[config.mk]
export PLATFORM = sky130hd
export DESIGN_NAME = or1200_ifetch_wb
export DESIGN_NICKNAME = d
export VERILOG_FILES = /design/src/rtl/or1200_ifetch_wb.sv
export SDC_FILE = /design/constraint.sdc
export NUM_CORES = 1
export LEC_CHECK = 0
export CORE_MARGIN = 2
export CORE_UTILIZATION = 45
export CTS_BUF_LIST = sky130_fd_sc_hd__clkbuf_4
export CTS_CLUSTER_DIAMETER = 60
export CTS_CLUSTER_SIZE = 16
export DETAILED_ROUTE_END_ITERATION = 10
export HOLD_SLACK_MARGIN = 0.08
export PLACE_DENSITY_LB_ADDON = 0.1
export SYNTH_ARGS = -nofsm -noshare
export SYNTH_HDL_FRONTEND = slang
export SYNTH_SLANG_ARGS = --single-unit
export TNS_END_PERCENT = 1
[constraint.sdc]
create_clock -name clk -period 2.75 [get_ports clk]
set_clock_uncertainty 0.2 [all_clocks]
set_input_delay 0.275 -clock clk [delete_from_list [all_inputs] [get_ports clk]]
set_output_delay 0.275 -clock clk [all_outputs]
set_load 0.05 [all_outputs]
[src/rtl/or1200_ifetch_wb.sv]
// ---------------------------------------------------------------------------
// or1200_ifetch_wb
//
// Non-cached instruction-fetch responder. Each fetch-stage request becomes
// one single-beat classic Wishbone read (or no bus cycle at all when the IMMU
// already flagged a fault). Data, ack/err and a 4-bit tag go back to the
// fetch stage through the instruction port.
//
// Parameters
//   RTY_LIMIT  rty terminations tolerated per fetch; the RTY_LIMIT-th one is
//              reported as a bus error
//   TIMEOUT    BUS cycles without any termination before a bus error
//
// Ports
//   clk, rst            clock; asynchronous active-low reset
//   icpu_adr_i          fetch address (bits [1:0] ignored)
//   icpu_cycstb_i       fetch request, held until ack/err or withdrawn
//   icpu_sel_i          byte selects forwarded to the bus
//   immu_tlbmiss_i      ITLB miss for the current request
//   immu_pagefault_i    IMMU page fault for the current request
//   icpu_dat_o          fetched instruction (l.nop on error)
//   icpu_ack_o          one-cycle fetch-complete pulse
//   icpu_err_o          one-cycle fetch-error pulse
//   icpu_adr_o          word-aligned address of the response
//   icpu_tag_o          response tag (0 idle, 1 insn, b bus err, c pf, d tlb)
//   iwb_*               Wishbone master (classic, read-only)
// ---------------------------------------------------------------------------
module or1200_ifetch_wb #(
  parameter int unsigned RTY_LIMIT = 4,
  parameter int unsigned TIMEOUT   = 255
) (
  input  logic        clk,
  input  logic        rst,
  input  logic [31:0] icpu_adr_i,
  input  logic        icpu_cycstb_i,
  input  logic [3:0]  icpu_sel_i,
  input  logic        immu_tlbmiss_i,
  input  logic        immu_pagefault_i,
  output logic [31:0] icpu_dat_o,
  output logic        icpu_ack_o,
  output logic        icpu_err_o,
  output logic [31:0] icpu_adr_o,
  output logic [3:0]  icpu_tag_o,
  output logic [31:0] iwb_adr_o,
  output logic        iwb_cyc_o,
  output logic        iwb_stb_o,
  output logic        iwb_we_o,
  output logic [3:0]  iwb_sel_o,
  output logic [2:0]  iwb_cti_o,
  output logic [1:0]  iwb_bte_o,
  input  logic [31:0] iwb_dat_i,
  input  logic        iwb_ack_i,
  input  logic        iwb_err_i,
  input  logic        iwb_rty_i
);

  localparam int unsigned RTY_W = (RTY_LIMIT < 1) ? 1 : $clog2(RTY_LIMIT + 1);
  localparam int unsigned TMO_W = (TIMEOUT < 1) ? 1 : $clog2(TIMEOUT + 1);

  localparam logic [RTY_W-1:0] RTY_MAX  = RTY_W'(RTY_LIMIT);
  localparam logic [RTY_W-1:0] RTY_ONE  = RTY_W'(1);
  localparam logic [RTY_W-1:0] RTY_ZERO = {RTY_W{1'b0}};
  localparam logic [TMO_W-1:0] TMO_MAX  = TMO_W'(TIMEOUT);
  localparam logic [TMO_W-1:0] TMO_ONE  = TMO_W'(1);
  localparam logic [TMO_W-1:0] TMO_ZERO = {TMO_W{1'b0}};

  // l.nop, returned as instruction data on every error response
  localparam logic [31:0] NOP_INSN = 32'h1441_0000;

  localparam logic [3:0] TAG_IDLE = 4'h0;
  localparam logic [3:0] TAG_INSN = 4'h1;
  localparam logic [3:0] TAG_BERR = 4'hb;
  localparam logic [3:0] TAG_PF   = 4'hc;
  localparam logic [3:0] TAG_TLB  = 4'hd;

  typedef enum logic [2:0] {
    ST_IDLE  = 3'd0,
    ST_FAULT = 3'd1,
    ST_BUS   = 3'd2,
    ST_RETRY = 3'd3,
    ST_DONE  = 3'd4
  } state_e;

  // TLB miss outranks a page fault when both are flagged together.
  function automatic logic [3:0] fault_tag(input logic tlbmiss, input logic pagefault);
    logic [3:0] tag;
    if (tlbmiss) begin
      tag = TAG_TLB;
    end else if (pagefault) begin
      tag = TAG_PF;
    end else begin
      tag = TAG_IDLE;
    end
    return tag;
  endfunction

  state_e           state_r,   state_nxt_s;
  logic [31:0]      adr_r,     adr_nxt_s;
  logic [3:0]       sel_r,     sel_nxt_s;
  logic [31:0]      dat_r,     dat_nxt_s;
  logic [3:0]       tag_r,     tag_nxt_s;
  logic             ok_r,      ok_nxt_s;
  logic [RTY_W-1:0] rty_cnt_r, rty_nxt_s;
  logic [TMO_W-1:0] tmo_cnt_r, tmo_nxt_s;
  logic             cyc_r,     cyc_nxt_s;

  logic             abort_s;
  logic             done_s;
  logic [RTY_W-1:0] rty_inc_s;
  logic [TMO_W-1:0] tmo_inc_s;
  logic             unused_adr_s;

  // Byte offset inside the word has no meaning for instruction fetch.
  assign unused_adr_s = ^icpu_adr_i[1:0];

  // The request is abandoned when the fetch stage withdraws or redirects.
  assign abort_s   = ~icpu_cycstb_i | (icpu_adr_i[31:2] != adr_r[31:2]);
  assign rty_inc_s = rty_cnt_r + RTY_ONE;
  assign tmo_inc_s = tmo_cnt_r + TMO_ONE;
  assign done_s    = (state_r == ST_DONE);

  // Next-state and response-latch decode.
  always_comb begin
    state_nxt_s = state_r;
    adr_nxt_s   = adr_r;
    sel_nxt_s   = sel_r;
    dat_nxt_s   = dat_r;
    tag_nxt_s   = tag_r;
    ok_nxt_s    = ok_r;
    rty_nxt_s   = rty_cnt_r;
    tmo_nxt_s   = tmo_cnt_r;

    case (state_r)
      ST_IDLE: begin
        rty_nxt_s = RTY_ZERO;
        tmo_nxt_s = TMO_ZERO;
        tag_nxt_s = TAG_IDLE;
        if (icpu_cycstb_i) begin
          adr_nxt_s = {icpu_adr_i[31:2], 2'b00};
          sel_nxt_s = icpu_sel_i;
          if (immu_tlbmiss_i | immu_pagefault_i) begin
            // Translation failed: answer without touching the bus.
            tag_nxt_s   = fault_tag(immu_tlbmiss_i, immu_pagefault_i);
            state_nxt_s = ST_FAULT;
          end else begin
            state_nxt_s = ST_BUS;
          end
        end else begin
          state_nxt_s = ST_IDLE;
        end
      end

      ST_FAULT: begin
        ok_nxt_s    = 1'b0;
        dat_nxt_s   = NOP_INSN;
        state_nxt_s = ST_DONE;
      end

      ST_BUS: begin
        if (abort_s) begin
          // Any termination seen together with the abort is discarded.
          rty_nxt_s   = RTY_ZERO;
          tmo_nxt_s   = TMO_ZERO;
          state_nxt_s = ST_IDLE;
        end else if (iwb_err_i) begin
          ok_nxt_s    = 1'b0;
          dat_nxt_s   = NOP_INSN;
          tag_nxt_s   = TAG_BERR;
          state_nxt_s = ST_DONE;
        end else if (iwb_ack_i) begin
          ok_nxt_s    = 1'b1;
          dat_nxt_s   = iwb_dat_i;
          tag_nxt_s   = TAG_INSN;
          state_nxt_s = ST_DONE;
        end else if (iwb_rty_i) begin
          if (rty_inc_s == RTY_MAX) begin
            ok_nxt_s    = 1'b0;
            dat_nxt_s   = NOP_INSN;
            tag_nxt_s   = TAG_BERR;
            state_nxt_s = ST_DONE;
          end else begin
            rty_nxt_s   = rty_inc_s;
            state_nxt_s = ST_RETRY;
          end
        end else if (tmo_inc_s == TMO_MAX) begin
          ok_nxt_s    = 1'b0;
          dat_nxt_s   = NOP_INSN;
          tag_nxt_s   = TAG_BERR;
          state_nxt_s = ST_DONE;
        end else begin
          tmo_nxt_s   = tmo_inc_s;
          state_nxt_s = ST_BUS;
        end
      end

      ST_RETRY: begin
        // One idle bus cycle between attempts; the timeout restarts.
        tmo_nxt_s = TMO_ZERO;
        if (abort_s) begin
          rty_nxt_s   = RTY_ZERO;
          state_nxt_s = ST_IDLE;
        end else begin
          state_nxt_s = ST_BUS;
        end
      end

      ST_DONE: begin
        rty_nxt_s   = RTY_ZERO;
        tmo_nxt_s   = TMO_ZERO;
        tag_nxt_s   = TAG_IDLE;
        state_nxt_s = ST_IDLE;
      end

      default: begin
        rty_nxt_s   = RTY_ZERO;
        tmo_nxt_s   = TMO_ZERO;
        tag_nxt_s   = TAG_IDLE;
        state_nxt_s = ST_IDLE;
      end
    endcase

    // cyc/stb come straight from a flop, so they are decoded one cycle ahead.
    cyc_nxt_s = (state_nxt_s == ST_BUS);
  end

  // State, bus-request and response registers.
  always_ff @(posedge clk or negedge rst) begin
    if (!rst) begin
      state_r   <= ST_IDLE;
      adr_r     <= 32'h0000_0000;
      sel_r     <= 4'h0;
      dat_r     <= NOP_INSN;
      tag_r     <= TAG_IDLE;
      ok_r      <= 1'b0;
      rty_cnt_r <= RTY_ZERO;
      tmo_cnt_r <= TMO_ZERO;
      cyc_r     <= 1'b0;
    end else begin
      state_r   <= state_nxt_s;
      adr_r     <= adr_nxt_s;
      sel_r     <= sel_nxt_s;
      dat_r     <= dat_nxt_s;
      tag_r     <= tag_nxt_s;
      ok_r      <= ok_nxt_s;
      rty_cnt_r <= rty_nxt_s;
      tmo_cnt_r <= tmo_nxt_s;
      cyc_r     <= cyc_nxt_s;
    end
  end

  // A response is only delivered while the fetch stage still asks for it.
  assign icpu_ack_o = done_s &  ok_r & icpu_cycstb_i;
  assign icpu_err_o = done_s & ~ok_r & icpu_cycstb_i;
  assign icpu_dat_o = dat_r;
  assign icpu_adr_o = adr_r;
  assign icpu_tag_o = tag_r;

  assign iwb_adr_o  = adr_r;
  assign iwb_sel_o  = sel_r;
  assign iwb_cyc_o  = cyc_r;
  assign iwb_stb_o  = cyc_r;
  assign iwb_we_o   = 1'b0;
  assign iwb_cti_o  = 3'b000;
  assign iwb_bte_o  = 2'b00;

endmodule

## After elaboration in Yosys (flattened, before gate mapping)

Cells that the tools add are included.

- Input port bits: 76
- Logic and storage cells: 95
- Output and inout bits: 114
- Register bits after elaboration: 86

- $add $sub $neg: 2
- Multiplexer cells: 48
- Reduce and logical (&&, ||, !) cells: 8
- Bitwise gates (word level): 10
- Equal/unequal tests: 18

Operators by type and width:

| kind | number |
|---|---|
| $mux 32 | 6 |
| $pmux 32 s2 | 1 |
| $mux 4 | 10 |
| $mux 8 | 5 |
| $mux 3 | 13 |
| $ne 30x30->1 | 1 |
| $ne 3x3->1 const B | 6 |
| $pmux 8 s2 | 1 |
| $pmux 3 s4 | 1 |
| $pmux 4 s3 | 1 |
| $ne 5x5->1 const B | 2 |
| $eq 3x2->1 const B | 3 |
| $pmux 3 s3 | 1 |
| $add 8x1->8 const B | 1 |
| $eq 8x8->1 const B | 1 |
| $reduce_and 4->1 | 2 |
| $eq 3x3->1 const B | 2 |
| $mux 1 | 6 |
| $reduce_and 6->1 | 1 |
| $reduce_and 5->1 | 1 |
| $and 1x1->1 | 4 |
| $mux 2 | 2 |
| $ne 2x2->1 const B | 2 |
| $not 1->1 | 4 |
| other kinds (8) | 9 |

## Logic depth before layout (Yosys ltp)

- Word-level depth: 9
- Mapped depth: 10

## Least setup slack after synthesis

No wires, ideal clock.

- Kind: reg2reg
- Start: register adr_r[29], in the netlist icpu_adr_o[29]
- End: register dat_r[10], in the netlist icpu_dat_o[10]
- Arrival: 2.097 ns
- Cell stages (with the launch flop): 9
- Path buffers: 2
- Clock period less this slack: 2.432 ns
- Data required time: 2.415 ns
- Library setup time: 0.135 ns
- Setup slack: 0.318 ns
- Cells stage by stage: dfrtp_1 xnor2_1 nand4_1 nor4_2 nand3_1 buf_2 buf_1 o211ai_1 o21ai_0

- Cells in the longest elaborated chain, start to end: 4

RTL lines:

| item | line | RTL |
|---|---|---|
| start: declaration | 98 | `logic [31:0] adr_r, adr_nxt_s;` |
| start signal: assignment | 240 | `adr_r <= adr_nxt_s;` |
| $ne 30x30->1 | 117 | `assign abort_s = ~icpu_cycstb_i \| (icpu_adr_i[31:2] != adr_r[31:2]);` |
| $or 1x1->1 | 117 |  |
| $ne 2x2->1 (no source line) | n/a |  |
| $reduce_and 4->1 (no source line) | n/a |  |
| end signal: assignment | 242 | `dat_r <= dat_nxt_s;` |
| end: declaration | 100 | `logic [31:0] dat_r, dat_nxt_s;` |

Every way passes these cells.
A chain may end at the register's enable or synchronous reset.

## Worst setup path in the final report

- Start: register tmo_cnt_r[0]
- End: register ok_r

- Cells in the longest elaborated chain, start to end: 4

RTL lines:

| item | line | RTL |
|---|---|---|
| start: declaration | 104 | `logic [TMO_W-1:0] tmo_cnt_r, tmo_nxt_s;` |
| start signal: assignment | 246 | `tmo_cnt_r <= tmo_nxt_s;` |
| $add 8x1->8 | 119 | `assign tmo_inc_s = tmo_cnt_r + TMO_ONE;` |
| $eq 8x8->1 | 185 | `end else if (tmo_inc_s == TMO_MAX) begin` |
| $ne 5x5->1 (no source line) | n/a |  |
| $reduce_and 4->1 (no source line) | n/a |  |
| end signal: assignment | 244 | `ok_r <= ok_nxt_s;` |
| end: declaration | 102 | `logic ok_r, ok_nxt_s;` |

Every way passes these cells.

==> flow_summary.toml <==
[outcome]
status = "completed"

[yosys]
synth_cells = 436
ys_async_sr_fraction_pct = 100
synth_xor_area_share_pct = 6.31
synth_cell_type_count = 54
yosys.area_share.adder_pct = 1.09
yosysTopAreaCell = "dfrtp_1"
ys_warn_count = 0
yosysTopAreaCellShare_pct = 44.8
synthMuxAreaShare_pct = 9.92
syn_avg_cell_area_um2 = 10.5
synth_area_leaders = "dfrtp_1, mux2_2, buf_4"
yosys.area_share.simple_pct = 12.4
ys_seq_area_share_pct = 47.1
synth_top_family_by_area = "compound AO/OA/AOI/OAI gates"
synth_ff_type = "dfrtp_1"
synth_edf_count = 0
syn_area_um2 = 4580
synth-seq-cells = 86
synth_compound_area_share_pct = 13.2

[pwr]
power.leakage_uw = 0.00258
vdd_ir_drop_max_mv = 0.571
power_density_nw_per_um2 = 713

[setup_path]
reg2reg_from = "tmo_cnt_r[0]"
reg2reg_depth = 7
critical_path_arrival_ns = 2.72
r2r-end = "ok_r"
crit_path_end_kind = "flip-flop"
max_stage_delay_ns = 0.43
worst_setup_path_start_kind = "flip-flop"
path_class = "reg -> reg"
critPathRequiredTime_ns = 2.87
r2r_slack_ns = 0.14
slowest_stage = "dfrtp_1"
worst-path-buf-inv = 0
critPathTopFamily = "compound AO/OA/AOI/OAI gates"
path_cells = "ha_1 -> nand3_2 -> o21a_1 -> o2111ai_1 -> and3_4 -> o21a_4 -> mux2_2"
cp_max_fo = 18

[hold_path]
hold_path_startpoint = "iwb_dat_i[1]"
hold_end = "icpu_dat_o[1]"
hp-class = "in -> reg"
min_delay_path_depth = 3

[global_route]
grt_pass1_vias = 4019
grt_pass1_wl_mm = 19.4
met1_usage_pct = 27.2
grt_max_degree = 51
gr-total-overflow = 0
gr-usage-all-layers_pct = 21.7
grt_use_met2_pct = 36.3
grt_use_met3_pct = 4.37
antenna_found_initial = 0
grt-busiest-layer = "met2"

[sta]
setup_slack_ns = 0.144
hold_violations = 0
worst_pin_slew_ns = 0.667
fmax_ghz = 0.384
grt_setup_unrepaired = "false"
report.final.slew_viol_count = 0
slew_headroom_pct = 55.5
setup_violations = 0
final.period_utilization_pct = 94.8
min_period_ns = 2.61

[clock_tree]
clkLatencyLatePin_ns = 0.43
cts_tree = "built"
cts_root_buf = "clkbuf_4"
h-tree-depth = 3
cts_buffers = 9
clock-sinks = 86
cts_buffer_depth = 2
clkTransAtPathRegs_ns = 0.14
post_cts_buffers = 0

[detailed_routing]
drt_iter0_drc = 160
via_per_inst = 5.26
via_count = 3806
drtPass1Iterations = 4
ant_nets = 0
avgRoutedWirePerCell_um = 16.1
drt-total-wl_mm = 11.6
drcViolationCount = 0

[placed_design]
dp_hpwl_mm = 8.78
post-place-ws_ns = -0.135
port_buffers = 177
globalplace.congestion = 0.786
post_dp_cell_area_um2 = 6280

[layout]
antenna_cells = 0
final_cell_mix = "clkdlybuf4s50_1, dfrtp_1, nand2_1"
drive_above_1_share_pct = 14.6
final_common_cell = "clkdlybuf4s50_1"
fillers = 852
stdcell_area_um2 = 6460
area_delta_synth_final_pct = 41.0
layout.nets = 665

[floorplan]
chipHeight_um = 105
core_um2 = 9820
num_io_pins = 190
start_util_pct = 46.6
dieArea_um2 = 11000
num_rows = 36
die_x_um = 105

[flow_run]
cap_violations = 0
[cell usage after synthesis, types with 2 or more instances]
master / instances
o22ai_1: 3
inv_1: 9
nor4_1: 7
or3_1: 5
dfrtp_1: 82
o211ai_1: 28
ha_1: 4
nor2_1: 8
xnor2_1: 22
nor3_1: 8
nand3_1: 4
nand4_1: 12
nand2b_1: 2
dfstp_2: 4
a21bo_2: 2
nand2_1: 44
nor2b_1: 2
nor4b_1: 2
or4_1: 2
nor3b_1: 2
o31ai_1: 2
a21o_1: 4
clkbuf_1: 11
o21ai_0: 31
buf_2: 9
a22oi_1: 3
xor2_1: 11
buf_4: 42
o21ai_1: 6
a21oi_1: 3
mux2_2: 39
[through the flow]
| stage | TNS [ns] | utilization [%] | hold WS [ns] | total power, uW | cells |
|---|---|---|---|---|---|
| CTS | 0 | 65.6 | 0.156 | 4650 | 723 |
| finish | 0 | 65.8 | 0.176 | 4610 | 723 |
| floorplan | 0 | - | -0.221 | 3170 | 445 |
| global route | 0 | 65.8 | 0.163 | 4810 | 723 |
| global placement | -0.536 | 63.9 | 0.161 | 3800 | 706 |
| detailed placement | -2.28 | 63.9 | 0.154 | 3820 | 706 |
[worst max path at each step]
stage	startpoint	end	cells after the start
floorplan	icpu_adr_o[29]	icpu_dat_o[10]	8
global placement	icpu_adr_i[3]	ok_r	7
detailed placement	icpu_adr_i[30]	icpu_dat_o[4]	8
CTS	icpu_adr_o[3]	icpu_dat_o[4]	7
global route	tmo_cnt_r[0]	ok_r	7
finish	tmo_cnt_r[0]	ok_r	7
[kinds of logic (layout without fill, tap and decap cells)]
group | Yosys count | in the layout
compound gates | 91 | 91
xor+xnor | 33 | 33
fa+ha+maj | 4 | 4
buf+inv | 73 | 218
flops | 86 | 86
mux | 40 | 40
other cells | 1 | 10
simple gates | 108 | 108
[layout make-up]
class	instances	area [um2]	area share (%)
clock inverters	6	85.1	1.32
flip-flops and latches	86	2160	33.4
repair buffers	193	1910	29.6
well taps	133	166	2.58
multi-input cells	286	2030	31.4
clock buffers	10	75.1	1.16
inverters	9	33.8	0.523
[timing repair]
action,CTS,global route
hold buffers,1,0
resized for setup,0,2
endpoints found under the hold margin,49,0
setup endpoints to repair,0,21
[where the power goes]
part / total (uW) / switching (uW) / internal [uW]
clock network: 812 / 434 / 379
logic: 2200 / 1400 / 802
registers: 1590 / 172 / 1420
total: 4610 / 2010 / 2600
[registers in the layout, summed over array words and instances, names as in the netlist]
| signal | count |
|---|---|
| iwb_cyc_o | 1 |
| iwb_sel_o | 4 |
| state_r | 3 |
| rty_cnt_r | 3 |
| ok_r | 1 |
| icpu_dat_o | 32 |
| icpu_tag_o | 4 |
| icpu_adr_o | 30 |
| tmo_cnt_r | 8 |
[worst reg2reg max path, cell delays in order, from the launching register on]
cell,delay [ns]
dfrtp_1,0.43
ha_1,0.26
nand3_2,0.13
o21a_1,0.23
o2111ai_1,0.31
and3_4,0.28
o21a_4,0.29
mux2_2,0.37
[metal layers]
metal / vias to the layer above / wire length [um]
met5: - / 0
met4: 0 / 317
met3: 25 / 698
met2: 141 / 5790
met1: 1831 / 4850
li1: 1809 / -
Power figures use the tool's default switching activity.
